[config.mk]
export PLATFORM = sky130hd
export DESIGN_NAME = ptw_req_arbiter
export DESIGN_NICKNAME = d
export VERILOG_FILES = /design/src/rtl/ptw_pkg.sv /design/src/rtl/ptw_req_arbiter_rr_grant.sv /design/src/rtl/ptw_req_arbiter.sv
export SDC_FILE = /design/constraint.sdc
export NUM_CORES = 1
export LEC_CHECK = 0
export ABC_AREA = 0
export CORE_MARGIN = 2
export CORE_UTILIZATION = 36
export DETAILED_ROUTE_END_ITERATION = 8
export HOLD_SLACK_MARGIN = 0.03
export PLACE_DENSITY = 0.77
export SKIP_LAST_GASP = 1
export SLEW_MARGIN = 20
export SYNTH_ARGS = -nofsm -noshare
export SYNTH_HDL_FRONTEND = slang
export SYNTH_SLANG_ARGS = --single-unit
[constraint.sdc]
create_clock -name clock -period 1.76 [get_ports clock]
set_input_delay 0.528 -clock clock [delete_from_list [all_inputs] [get_ports clock]]
set_output_delay 0.528 -clock clock [all_outputs]
set_load 0.005 [all_outputs]
[src/rtl/ptw_pkg.sv]
// Shared types for the page-table-walker request arbiter.
// Latency: n/a (types and constants only).
// Backpressure: n/a.
package ptw_pkg;

  localparam int VPN_W_DEF = 27;
  localparam int PPN_W_DEF = 44;

  // PTE permission/status bits, d is the MSB.
  typedef struct packed {
    logic d;
    logic a;
    logic g;
    logic u;
    logic x;
    logic w;
    logic r;
    logic v;
  } pte_flags_t;

  typedef enum logic [1:0] {
    IDLE  = 2'd0,
    ISSUE = 2'd1,
    WAIT  = 2'd2,
    RESP  = 2'd3
  } arb_state_e;

endpackage

[src/rtl/ptw_req_arbiter_rr_grant.sv]
// Round-robin picker: first set request at or above the pointer, with wrap.
// Latency: purely combinational.
// Backpressure: none; the caller decides whether the grant is taken.
module rr_grant #(
  parameter int N     = 2,
  parameter int PTR_W = (N > 1) ? $clog2(N) : 1
) (
  input  logic [N-1:0]     i_req,
  input  logic [PTR_W-1:0] i_ptr,
  output logic [N-1:0]     o_grant,
  output logic             o_valid
);

  logic [PTR_W:0] w_idx;

  // Scan N slots starting at the pointer; the first hit wins.
  always_comb begin
    o_grant = '0;
    o_valid = 1'b0;
    w_idx   = '0;
    for (int k = 0; k < N; k++) begin
      w_idx = {1'b0, i_ptr} + (PTR_W+1)'(k);
      if (w_idx >= (PTR_W+1)'(N)) begin
        w_idx = w_idx - (PTR_W+1)'(N);
      end
      if (!o_valid && i_req[w_idx[PTR_W-1:0]]) begin
        o_grant[w_idx[PTR_W-1:0]] = 1'b1;
        o_valid                   = 1'b1;
      end
    end
  end

endmodule

[src/rtl/ptw_req_arbiter.sv]
// Shares one page-table walker among N_REQ TLBs; one walk in flight, sfence kills it.
// Latency: grant->ptw_req_valid 1 cycle, ptw_resp_valid->resp_valid 1 cycle, 4-cycle minimum turnaround.
// Backpressure: req_ready only in IDLE with sfence low; ISSUE holds ptw_req_valid until ptw_req_ready.
module ptw_req_arbiter
  import ptw_pkg::*;
#(
  parameter int N_REQ = 2,
  parameter int VPN_W = VPN_W_DEF,
  parameter int PPN_W = PPN_W_DEF
) (
  input  logic                   clock,
  input  logic                   reset,
  input  logic [N_REQ-1:0]       req_valid,
  output logic [N_REQ-1:0]       req_ready,
  input  logic [N_REQ*VPN_W-1:0] req_vpn,
  output logic                   ptw_req_valid,
  input  logic                   ptw_req_ready,
  output logic [VPN_W-1:0]       ptw_req_vpn,
  input  logic                   ptw_resp_valid,
  input  logic                   ptw_resp_ae,
  input  logic [PPN_W-1:0]       ptw_resp_ppn,
  input  logic [7:0]             ptw_resp_flags,
  output logic [N_REQ-1:0]       resp_valid,
  output logic                   resp_ae,
  output logic [PPN_W-1:0]       resp_ppn,
  output logic [7:0]             resp_flags,
  input  logic                   sfence,
  output logic                   busy
);

  localparam int PTR_W = $clog2(N_REQ);

  arb_state_e       r_state;
  logic [PTR_W-1:0] r_ptr;
  logic [N_REQ-1:0] r_owner;
  logic             r_killed;
  logic [N_REQ-1:0] r_resp_valid;
  logic             r_ptw_req_valid;
  logic [VPN_W-1:0] r_ptw_req_vpn;
  logic             r_resp_ae;
  logic [PPN_W-1:0] r_resp_ppn;
  pte_flags_t       r_resp_flags;

  logic [N_REQ-1:0] w_grant;
  logic             w_grant_any;
  logic             w_hs;
  logic [PTR_W-1:0] w_grant_idx;
  logic [PTR_W-1:0] w_ptr_nxt;
  logic [VPN_W-1:0] w_sel_vpn;

  rr_grant #(
    .N     (N_REQ),
    .PTR_W (PTR_W)
  ) u_rr_grant (
    .i_req   (req_valid),
    .i_ptr   (r_ptr),
    .o_grant (w_grant),
    .o_valid (w_grant_any)
  );

  // A grant is only offered from IDLE and never while a flush is in progress.
  assign w_hs      = (r_state == IDLE) && !sfence && w_grant_any;
  assign req_ready = w_hs ? w_grant : '0;

  // Turn the one-hot grant into an index and pick the matching VPN slice.
  always_comb begin
    w_grant_idx = '0;
    w_sel_vpn   = '0;
    for (int k = 0; k < N_REQ; k++) begin
      if (w_grant[k]) begin
        w_grant_idx = PTR_W'(k);
        w_sel_vpn   = req_vpn[k*VPN_W +: VPN_W];
      end
    end
  end

  // Pointer moves just past the winner so it has lowest priority next time.
  assign w_ptr_nxt = (w_grant_idx == PTR_W'(N_REQ-1)) ? '0 : w_grant_idx + PTR_W'(1);

  // Walk-tracking FSM with registered PTW request and response outputs.
  always_ff @(posedge clock or negedge reset) begin
    if (!reset) begin
      r_state         <= IDLE;
      r_ptr           <= '0;
      r_owner         <= '0;
      r_killed        <= 1'b0;
      r_resp_valid    <= '0;
      r_ptw_req_valid <= 1'b0;
      r_ptw_req_vpn   <= '0;
      r_resp_ae       <= 1'b0;
      r_resp_ppn      <= '0;
      r_resp_flags    <= '0;
    end else begin
      r_resp_valid <= '0;
      case (r_state)
        IDLE: begin
          if (w_hs) begin
            r_ptw_req_vpn   <= w_sel_vpn;
            r_owner         <= w_grant;
            r_ptr           <= w_ptr_nxt;
            r_killed        <= 1'b0;
            r_ptw_req_valid <= 1'b1;
            r_state         <= ISSUE;
          end
        end
        ISSUE: begin
          if (ptw_req_ready) begin
            // A flush racing the accept still lets the walk run, but it is doomed.
            r_ptw_req_valid <= 1'b0;
            r_state         <= WAIT;
            if (sfence) begin
              r_killed <= 1'b1;
            end
          end else if (sfence) begin
            r_ptw_req_valid <= 1'b0;
            r_state         <= IDLE;
          end
        end
        WAIT: begin
          if (ptw_resp_valid) begin
            r_resp_ae    <= ptw_resp_ae;
            r_resp_ppn   <= ptw_resp_ppn;
            r_resp_flags <= pte_flags_t'(ptw_resp_flags);
            if (!r_killed && !sfence) begin
              r_resp_valid <= r_owner;
              r_state      <= RESP;
            end else begin
              r_state <= IDLE;
            end
          end else if (sfence) begin
            r_killed <= 1'b1;
          end
        end
        RESP: begin
          // The PTE was captured before any flush seen here, so the strobe stands.
          r_state <= IDLE;
        end
        default: begin
          r_state <= IDLE;
        end
      endcase
    end
  end

  assign ptw_req_valid = r_ptw_req_valid;
  assign ptw_req_vpn   = r_ptw_req_vpn;
  assign resp_valid    = r_resp_valid;
  assign resp_ae       = r_resp_ae;
  assign resp_ppn      = r_resp_ppn;
  assign resp_flags    = r_resp_flags;
  assign busy          = (r_state != IDLE);

endmodule

* After elaboration in Yosys (flattened, before gate mapping) *
Index checks and enable logic that the tools add are counted.

storage, ports and cells
  word-level logic and storage cells = 91
  bits of input ports = 114
  flip-flop bits (word level) = 89
  output and inout bits = 86

operators by class
  magnitude comparators = 6
  add/sub/neg operators = 4
  reduce and logical (&&, ||, !) cells = 18
  bitwise operators = 1
  equal/unequal tests = 8
  multiplexer cells = 37

operators with widths
  operator               count
  $mux W27               2
  $mux W2                11
  $mux W1                19
  $ne A2 B2 Y1 const B   4
  $pmux W2 S4            1
  $logic_and A1 B1 Y1    6
  $reduce_and A3 Y1      2
  $eq A2 B2 Y1 const B   2
  $lt A1 B2 Y1 const B   2
  $reduce_and A2 Y1      2
  $reduce_and A4 Y1      1
  $reduce_bool A2 Y1     2
  $logic_not A1 Y1       3
  $ne A3 B3 Y1 const B   1
  $pmux W1 S3            1
  $reduce_bool A3 Y1     1
  $add A1 B1 Y2 const B  1
  $demux W1 S1           2
  $eq A2 B1 Y1 const B   1
  $ge A1 B1 Y1 const B   2
  $ge A1 B2 Y1 const B   1
  $ge A2 B2 Y1 const B   1
  $logic_not A2 Y1       1
  $or A2 B2 Y2           1
  other kinds (3)        4

* Depth between registers and ports, before layout *
Gate-level depths: netlist (run 1).

  word-level depth = 12
  gate-level depth with buffers = 8
  depth with buffers taken out = 5

* Hierarchy *
A second synthesis (run 1) with hierarchy kept.

unflattened totals
  cells, all modules = 291
  area, all modules = 3,962.6 um^2

by module, submodules not included
  module           seq. area each (um^2)  cells each  times used  area each (um^2)
  ptw_req_arbiter  2,227.1                287         1           3,937.5
  rr_grant         0.0                    4           1           25.0

* Least setup slack after synthesis (run 1) *
OpenSTA, ideal clock, no wires.

  path kind = register to output
  from = reg r_state[0]
  to = out req_ready[0]
  cell stages (with the launch flop) = 8
  data arrival time = 1,382 ps
  slack = -150 ps
  path buffers = 2
  data required time = 1,232 ps
  cell sequence = dfrtp_1 -> inv_1 -> ha_1 -> buf_4 -> nand3b_4 -> or2_1 -> clkbuf_1 -> inv_1

between the ends
  cells in the longest elaborated chain, start to end = 4

ends and longest elaborated chain
  what                               RTL line                text
  start, declared                    ptw_req_arbiter.sv:33   arb_state_e r_state;
  start signal, assigned             ptw_req_arbiter.sv:83   r_state <= IDLE;
  start signal, assigned             ptw_req_arbiter.sv:103  r_state <= ISSUE;
  start signal, assigned             ptw_req_arbiter.sv:110  r_state <= WAIT;
  $logic_not A2 Y1                   ptw_req_arbiter.sv:62   assign w_hs = (r_state == IDLE) && !sfence && w_grant_any;
  $logic_and A1 B1 Y1 (2 in series)  ptw_req_arbiter.sv:62
  $mux W2                            ptw_req_arbiter.sv:63   assign req_ready = w_hs ? w_grant : '0;
  end, declared                      ptw_req_arbiter.sv:14   output logic [N_REQ-1:0] req_ready,

Every way passes these cells.

* Final worst setup path (run 1) *
  from = reg r_state[1]
  to = out req_ready[0]

The elaborated chain is that of the path after synthesis.

==> results of run 1 <==
synthesized netlist by cell type (2+ instances only):
cell type | count | area share (%)
nand2_1 | 5 | 0.48
nor2b_1 | 2 | 0.32
mux2_2 | 53 | 15
o21ai_0 | 30 | 3.8
buf_2 | 10 | 1.3
nor3_1 | 27 | 3.4
inv_1 | 7 | 0.67
a31oi_1 | 17 | 2.7
dfrtp_1 | 89 | 56
buf_4 | 2 | 0.38
nor4b_1 | 2 | 0.44
clkbuf_1 | 12 | 1.1
nor4_1 | 2 | 0.32
nand3_1 | 28 | 3.6
a21oi_1 | 4 | 0.51
buf_6 | 4 | 1.1
ha_1 | 4 | 1.3
and2_1 | 2 | 0.32
a31oi_2 | 10 | 3.2
nor2_1 | 2 | 0.19
nand2b_1 | 3 | 0.48
final cells by class:
| cell class | count | area share, % |
|---|---|---|
| Timing Repair Buffer | 246 | 36.6 |
| Multi-Input combinational cell | 203 | 23.8 |
| Tap cell | 140 | 2.61 |
| Clock buffer | 10 | 2.05 |
| Clock inverter | 6 | 1.34 |
| Inverter | 7 | 0.391 |
| Sequential cell | 89 | 33.2 |
flip-flops by register name, indices dropped and copies added, names as in the netlist:
register	count
resp_valid	2
r_ptr	1
r_killed	1
r_owner	2
ptw_req_valid	1
r_state	2
resp_ae	1
resp_flags	8
ptw_req_vpn	27
resp_ppn	44
timing repair:
item,4_1_cts,5_1_grt
endpoints found under the hold margin,6,0
setup endpoints to repair,66,105
pin swaps,4,2
gates cloned,1,2
hold buffers,1,0
buffers inserted,10,7
gates resized for setup,86,46
worst max path at each step:
stage	slack [ps]	end	cells after the start	start
6_report	-280	req_ready[0]	7	r_state[1]$_DFFE_PN0P_
5_1_grt	-360	req_ready[0]	7	r_state[1]$_DFFE_PN0P_
4_1_cts	-310	req_ready[0]	7	r_state[1]$_DFFE_PN0P_
3_5_place_dp	-760	req_ready[0]	5	req_valid[0]
3_3_place_gp	-760	req_ready[0]	5	req_valid[0]
2_1_floorplan	-90	req_ready[0]	7	r_state[1]$_DFFE_PN0P_
per-layer routing:
layer  routed length [µm]  track usage [%]
met1                 5230             23.5
met2                 6500             37.9
met3                 1150             5.92
met4                  204             8.06
met5                    0                0
power groups by stage:
| stage | sequential [mW] | combinational [mW] | clock [mW] |
|---|---|---|---|
| final | 3.59 | 4.65 | 1.60 |
| after global routing | 3.71 | 4.98 | 1.73 |
| after CTS | 3.60 | 4.52 | 1.63 |
| after detailed placement | 3.65 | 4.74 | 0 |
| after global placement | 3.61 | 4.61 | 0 |
| after floorplan | 3.66 | 1.81 | 0 |
cells by family (layout without fill, tap and decap cells):
| logic type | after synthesis | count (layout) | synth area share (%) |
|---|---|---|---|
| buffers and inverters | 35 | 269 | 4.60 |
| muxes | 54 | 54 | 15.4 |
| and+or+nand+nor | 78 | 78 | 10.8 |
| AOI/OAI and AO/OA | 67 | 67 | 11.5 |
| DFF | 89 | 89 | 56.5 |
| adders and majority gates | 4 | 4 | 1.27 |
worst max-delay path: cells and delay by family, from the launching register on:
kind / cells / cell delay, ps
flops: 1 / 390
simple gates: 2 / 310
fa+ha+maj: 1 / 140
buf+inv: 4 / 330
==> out/qor.yml, run 1 <==
outcome:
  status: "finished with violations"
  violations: "negative setup slack"
yosys:
  ys.flop_type: "dfrtp_1"
  ys_seq_area_share_pct: 56.5
  syn_avg_cell_area_um2: 12.1
  synth_cells: 327
  synth_seq_cells: 89
  synth_area_um2: 3940
  synth_edf_count: 0
  ys_types: 33
  synthArstFlopShare_pct: 100
  ys_warn_count: 0
  synth_nets: 445
detailed_routing:
  vias: 3632
  dr.pass1.iters: 4
  ant_nets: 0
  wire_per_inst_um: 18.7
  drt-vias-per-instance: 5.18
  wirelength_um: 13100
  first_iter_violations: 207
  route.detailed.drc: 0
finish:
  multiInputGateArea_um2: 1600
  nets: 674
  post-route-util_pct: 62.5
  final_cells: 701
  num_antenna_cells: 0
  fillers: 867
  final_common_cell: "clkdlybuf4s50_1"
  drive_gt1_share_pct: 26.2
  design_area_um2: 6720
  regArea_um2: 2230
  syn_to_final_growth_pct: 70.4
  final_cell_mix: "109 x clkdlybuf4s50_1, 89 x dfrtp_1, 60 x dlygate4sd2_1"
clocking:
  cts_root_buffer: "clkbuf_8"
  cts_inserted_buffers: 9
  clk_pin_slew_ps: 90
  cts.htree.levels: 3
  cts_num_sinks: 89
  clockBufferDepth: 2
  cts_tree: "yes"
  clock_latency_ps: 350
timing:
  slew_headroom_pct: 74.5
  fin_crit_ps: 2040
  fin_skew_ps: 8.59
  fin_setup_tns_ps: -738
  hold-worst-slack_ps: 510
  setup_ws_ps: -281
  setup_viol: 4
  rsz0062_at_grt: "true"
  slew_viol_final: 0
  worst_slew_pin_slew_ps: 383
  fmax_mhz: 490
  hold_violations: 0
  min_period_over_period_pct: 116
pwr:
  finalPower_mw: 9.83
  p_int_mw: 6.71
  vdd_drop_max_v: 0.000655
  power.density_nw_per_um2: 1460
  power_frac_seq_pct: 36.5
  p_sw_share_pct: 31.8
  power.switching_mw: 3.12
  leakagePower_nw: 3.20
  p_clk_share_pct: 16.3
  pwr-share-comb_pct: 47.2
worst_setup_path:
  path_cells: "inv_2 -> ha_4 -> buf_6 -> nand3b_4 -> or2_4 -> inv_2 -> buf_6"
  path_class: "flip-flop to output pin"
  critPathMaxStageDelay_ps: 390
  r2r_slack_ps: -70
  rr_startpoint: "r_state[1]$_DFFE_PN0P_"
  crit_path_top_delay_cell: "dfrtp_1"
  reg2regPathDepth: 8
  cp-start-kind: "flip-flop"
  cp-end-kind: "output pin"
  timing.rr.end: "r_state[1]$_DFFE_PN0P_"
  worstPathArrival_ps: 1510
  cp_data_required_time_ps: 1230
  crit_fanout: 2
floorplan:
  die_x_um: 109
  die_h_um: 109
  start_util_pct: 36.7
  rows: 38
  dieArea_um2: 11800
  core_um2: 10700
  io_pins: 200
min_path:
  min_from: "resp_ppn[27]$_DFFE_PN0P_"
  min_path_cells: 1
  worstHoldEndpoint: "resp_ppn[27]$_DFFE_PN0P_"
  hold_path_class: "flip-flop to flip-flop"
global_routing:
  grt_pass1_vias: 3746
  grt_max_degree: 46
  grt_pass1_wl_um: 18800
  grt.overflow.total: 0
  grtUsageTotal_pct: 21.0
  antenna_found_initial: 0
run:
  cap_violations: 0
placed_design:
  gp_congestion: 0.782
  dp_slack_ps: -757
  io_buffers: 199
  placed_area_um2: 6230
  dp_hpwl_um: 8980
  placedCellCount: 666
Note: power is estimated with default switching activity, not from simulation.
==> run 2: changes to the inputs <==
--- a/config.mk
+++ b/config.mk
@@ -7,10 +7,10 @@
 export LEC_CHECK = 0
 export ABC_AREA = 0
 export CORE_MARGIN = 2
-export CORE_UTILIZATION = 36
+export CORE_UTILIZATION = 40
 export DETAILED_ROUTE_END_ITERATION = 8
-export HOLD_SLACK_MARGIN = 0.03
-export PLACE_DENSITY = 0.77
+export HOLD_SLACK_MARGIN = 0.1
+export PLACE_DENSITY = 0.81
 export SKIP_LAST_GASP = 1
 export SLEW_MARGIN = 20
 export SYNTH_ARGS = -nofsm -noshare
==> constraint.sdc (replaced) <==
create_clock -name clock -period 2.03 [get_ports clock]
set_input_delay 0.609 -clock clock [delete_from_list [all_inputs] [get_ports clock]]
set_output_delay 0.609 -clock clock [all_outputs]
set_load 0.005 [all_outputs]
==> out/qor.yml, run 2 (synthesis results as in run 1) <==
global_routing:
  grt_pass1_vias: 3486  # was 3746
  grtUsageTotal_pct: 21.4  # was 21.0%
  grt_max_degree: 54  # was 46
  antenna_found_initial: 0  # unchanged
  grt_pass1_wl_um: 17400  # was 18800 µm
  grt.overflow.total: 0  # unchanged
detailed_routing:
  wirelength_um: 11900  # was 13100 µm
  first_iter_violations: 146  # was 207
  wire_per_inst_um: 17.5  # was 18.7 µm
  dr.pass1.iters: 4  # unchanged
  route.detailed.drc: 0  # unchanged
  ant_nets: 0  # unchanged
  drt-vias-per-instance: 5.11  # was 5.18
  vias: 3478  # was 3632
worst_setup_path:
  critical-path-top-delay-family: "flip-flops"  # unchanged
  cp-start-kind: "flip-flop"  # unchanged
  reg2regPathDepth: 7  # was 8
  critical_path_buf_inv_count: 3  # was 4
  cp.depth: 6  # was 7
  critPathMaxStageDelay_ps: 400  # was 390 ps
  cp_data_required_time_ps: 1420  # was 1230 ps
  worstPathArrival_ps: 1470  # was 1510 ps
  crit_fanout: 4  # was 2
  path_cells: "inv_2 -> ha_4 -> nand3b_4 -> or2_1 -> inv_1 -> buf_2"  # was inv_2 -> ha_4 -> buf_6 -> nand3b_4 -> or2_4 -> inv_2 -> buf_6
  crit_path_top_delay_cell: "dfrtp_1"  # unchanged
  path_class: "flip-flop to output pin"  # unchanged
  cp-end-kind: "output pin"  # unchanged
placed_design:
  dp_slack_ps: -592  # was -757 ps
  io_buffers: 199  # unchanged
  gp_congestion: 0.770  # was 0.782
  dp_hpwl_um: 8490  # was 8980 µm
  placedCellCount: 656  # was 666
timing:
  hold_violations: 0  # unchanged
  worst_slew_pin_slew_ps: 456  # was 383 ps
  slew_viol_final: 0  # unchanged
  setup_viol: 2  # was 4
  fin_skew_ps: 8.78  # was 8.59 ps
  slew_headroom_pct: 69.6  # was 74.5%
  setup_ws_ps: -53.7  # was -281 ps
  fmax_mhz: 480
  min_period_over_period_pct: 103
  rsz0062_at_grt: "true"  # unchanged
  fin_crit_ps: 2080
  hold-worst-slack_ps: 176  # was 510 ps
clocking:
  cts_inserted_buffers: 9  # unchanged
  clock_latency_ps: 370  # was 350 ps
  cts.htree.levels: 3  # unchanged
  clk_pin_slew_ps: 100  # was 90 ps
  clockBufferDepth: 2  # unchanged
  cts_root_buffer: "clkbuf_8"  # unchanged
  cts_tree: "yes"  # unchanged
  ctsHoldBuffers: 0  # was 1
  cts_num_sinks: 89  # unchanged
finish:
  syn_to_final_growth_pct: 64.7  # was 70.4%
  final_cell_mix: "192 x clkdlybuf4s50_1, 89 x dfrtp_1, 53 x mux2_2"  # was 109 x clkdlybuf4s50_1, 89 x dfrtp_1, 60 x dlygate4sd2_1
  nets: 661  # was 674
  fillers: 754  # was 867
  largest_reg_flops: 44  # unchanged
  num_antenna_cells: 0  # unchanged
  final_cells: 681  # was 701
  final_common_cell: "clkdlybuf4s50_1"  # unchanged
  drive_gt1_share_pct: 22.8  # was 26.2%
pwr:
  leakagePower_nw: 2.67  # was 3.20 nW
  vdd_drop_max_v: 0.000659  # was 0.000655 V
  power.switching_mw: 2.61  # was 3.12 mW
  power_frac_seq_pct: 36.0  # was 36.5%
  p_clk_share_pct: 15.6  # was 16.3%
  finalPower_mw: 8.67  # was 9.83 mW
  pwr-share-comb_pct: 48.4  # was 47.2%
  power.density_nw_per_um2: 1330  # was 1460 nW/µm²
  p_int_mw: 6.06  # was 6.71 mW
  p_sw_share_pct: 30.1  # was 31.8%
outcome:
  violations: "negative setup slack"  # unchanged
  status: "finished with violations"  # unchanged
run:
  cap_violations: 0  # unchanged
floorplan:
  rows: 36  # was 38
  core_um2: 9680  # was 10700 µm²
  io_pins: 200  # unchanged
  die_x_um: 103  # was 109 µm
  dieArea_um2: 10700  # was 11800 µm²
  start_util_pct: 40.7  # was 36.7%
  die_h_um: 103  # was 109 µm
min_path:
  hold_path_class: "input pin to async pin"  # was flip-flop to flip-flop
==> run 2: power groups by stage <==
stage / combinational (mW) / sequential (mW) / clock, mW
2_1_floorplan: 1.55 / 3.17 / 0
3_3_place_gp: 3.97 / 3.10 / 0
3_5_place_dp: 4.08 / 3.16 / 0
4_1_cts: 4.20 / 3.14 / 1.38
5_1_grt: 4.53 / 3.24 / 1.45
6_report: 4.19 / 3.12 / 1.35
==> run 2: worst reg2reg max path: cells and delay by family, from the launching register on <==
kind / cells / cell delay, ps
AO/OA/AOI/OAI: 1 / 300
flip-flops: 1 / 400
buffers and inverters: 3 / 380
multiplexers: 1 / 320
AND/OR/NAND/NOR: 1 / 170
adder cells (fa/ha/maj): 1 / 240
==> run 2: per-stage QoR <==
step / area, µm² / utilization (%) / setup TNS [ps]
6_report: 6490 / 67.1 / -62.3
5_1_grt: 6490 / 67.1 / -263
4_1_cts: 6470 / 66.9 / -152
3_5_place_dp: 6200 / 64.0 / -8620
3_3_place_gp: 6200 / 64.0 / -5940
2_1_floorplan: 3940 / - / 0
==> run 2: final cells by class <==
type	instances	area, µm²	share of cell area [%]
repair buffers	233	2290	35.3
flip-flops and latches	89	2230	34.3
multi-input cells	203	1560	24.1
well taps	133	166	2.56
clock buffers	10	128	1.97
clock inverters	6	90.1	1.39
inverters	7	26.3	0.405
==> run 2: path summary, 6_finish.rpt <==
kind	start	endpoint	slack, ps
max in group asynchronous	reset	resp_ppn[7]$_DFFE_PN0P_	1160
worst min register to register	resp_ppn[28]$_DFFE_PN0P_	resp_ppn[28]$_DFFE_PN0P_	510
worst max register to register	r_state[0]$_DFFE_PN0P_	r_state[1]$_DFFE_PN0P_	120
worst max-delay path	r_state[0]$_DFFE_PN0P_	req_ready[0]	-50
min in group clock	resp_ppn[28]$_DFFE_PN0P_	resp_ppn[28]$_DFFE_PN0P_	510
worst min-delay path	reset	resp_ppn[20]$_DFFE_PN0P_	180
==> run 2: layer usage <==
metal / share of wire [%] / global-route usage (%) / wire length, µm
met2: 51 / 37.5 / 6050
met3: 6.8 / 4.84 / 815
met1: 41 / 25.8 / 4840
met5: 0 / 0 / 0
met4: 1.7 / 7.59 / 198
==> run 2: repair_timing <==
action,in CTS,in global routing
gates resized for setup,16,2
endpoints found under the hold margin,0,0
setup endpoints to repair,3,3
pin swaps,3,3
setup buffers,6,3
==> run 3: changes to the inputs <==
--- a/config.mk
+++ b/config.mk
@@ -8,6 +8,7 @@
 export ABC_AREA = 0
 export CORE_MARGIN = 2
 export CORE_UTILIZATION = 40
+export CTS_CLUSTER_SIZE = 8
 export DETAILED_ROUTE_END_ITERATION = 8
 export HOLD_SLACK_MARGIN = 0.1
 export PLACE_DENSITY = 0.81
==> results of run 3 <==
Final layout, timing and power as in run 2 (identical DEF).
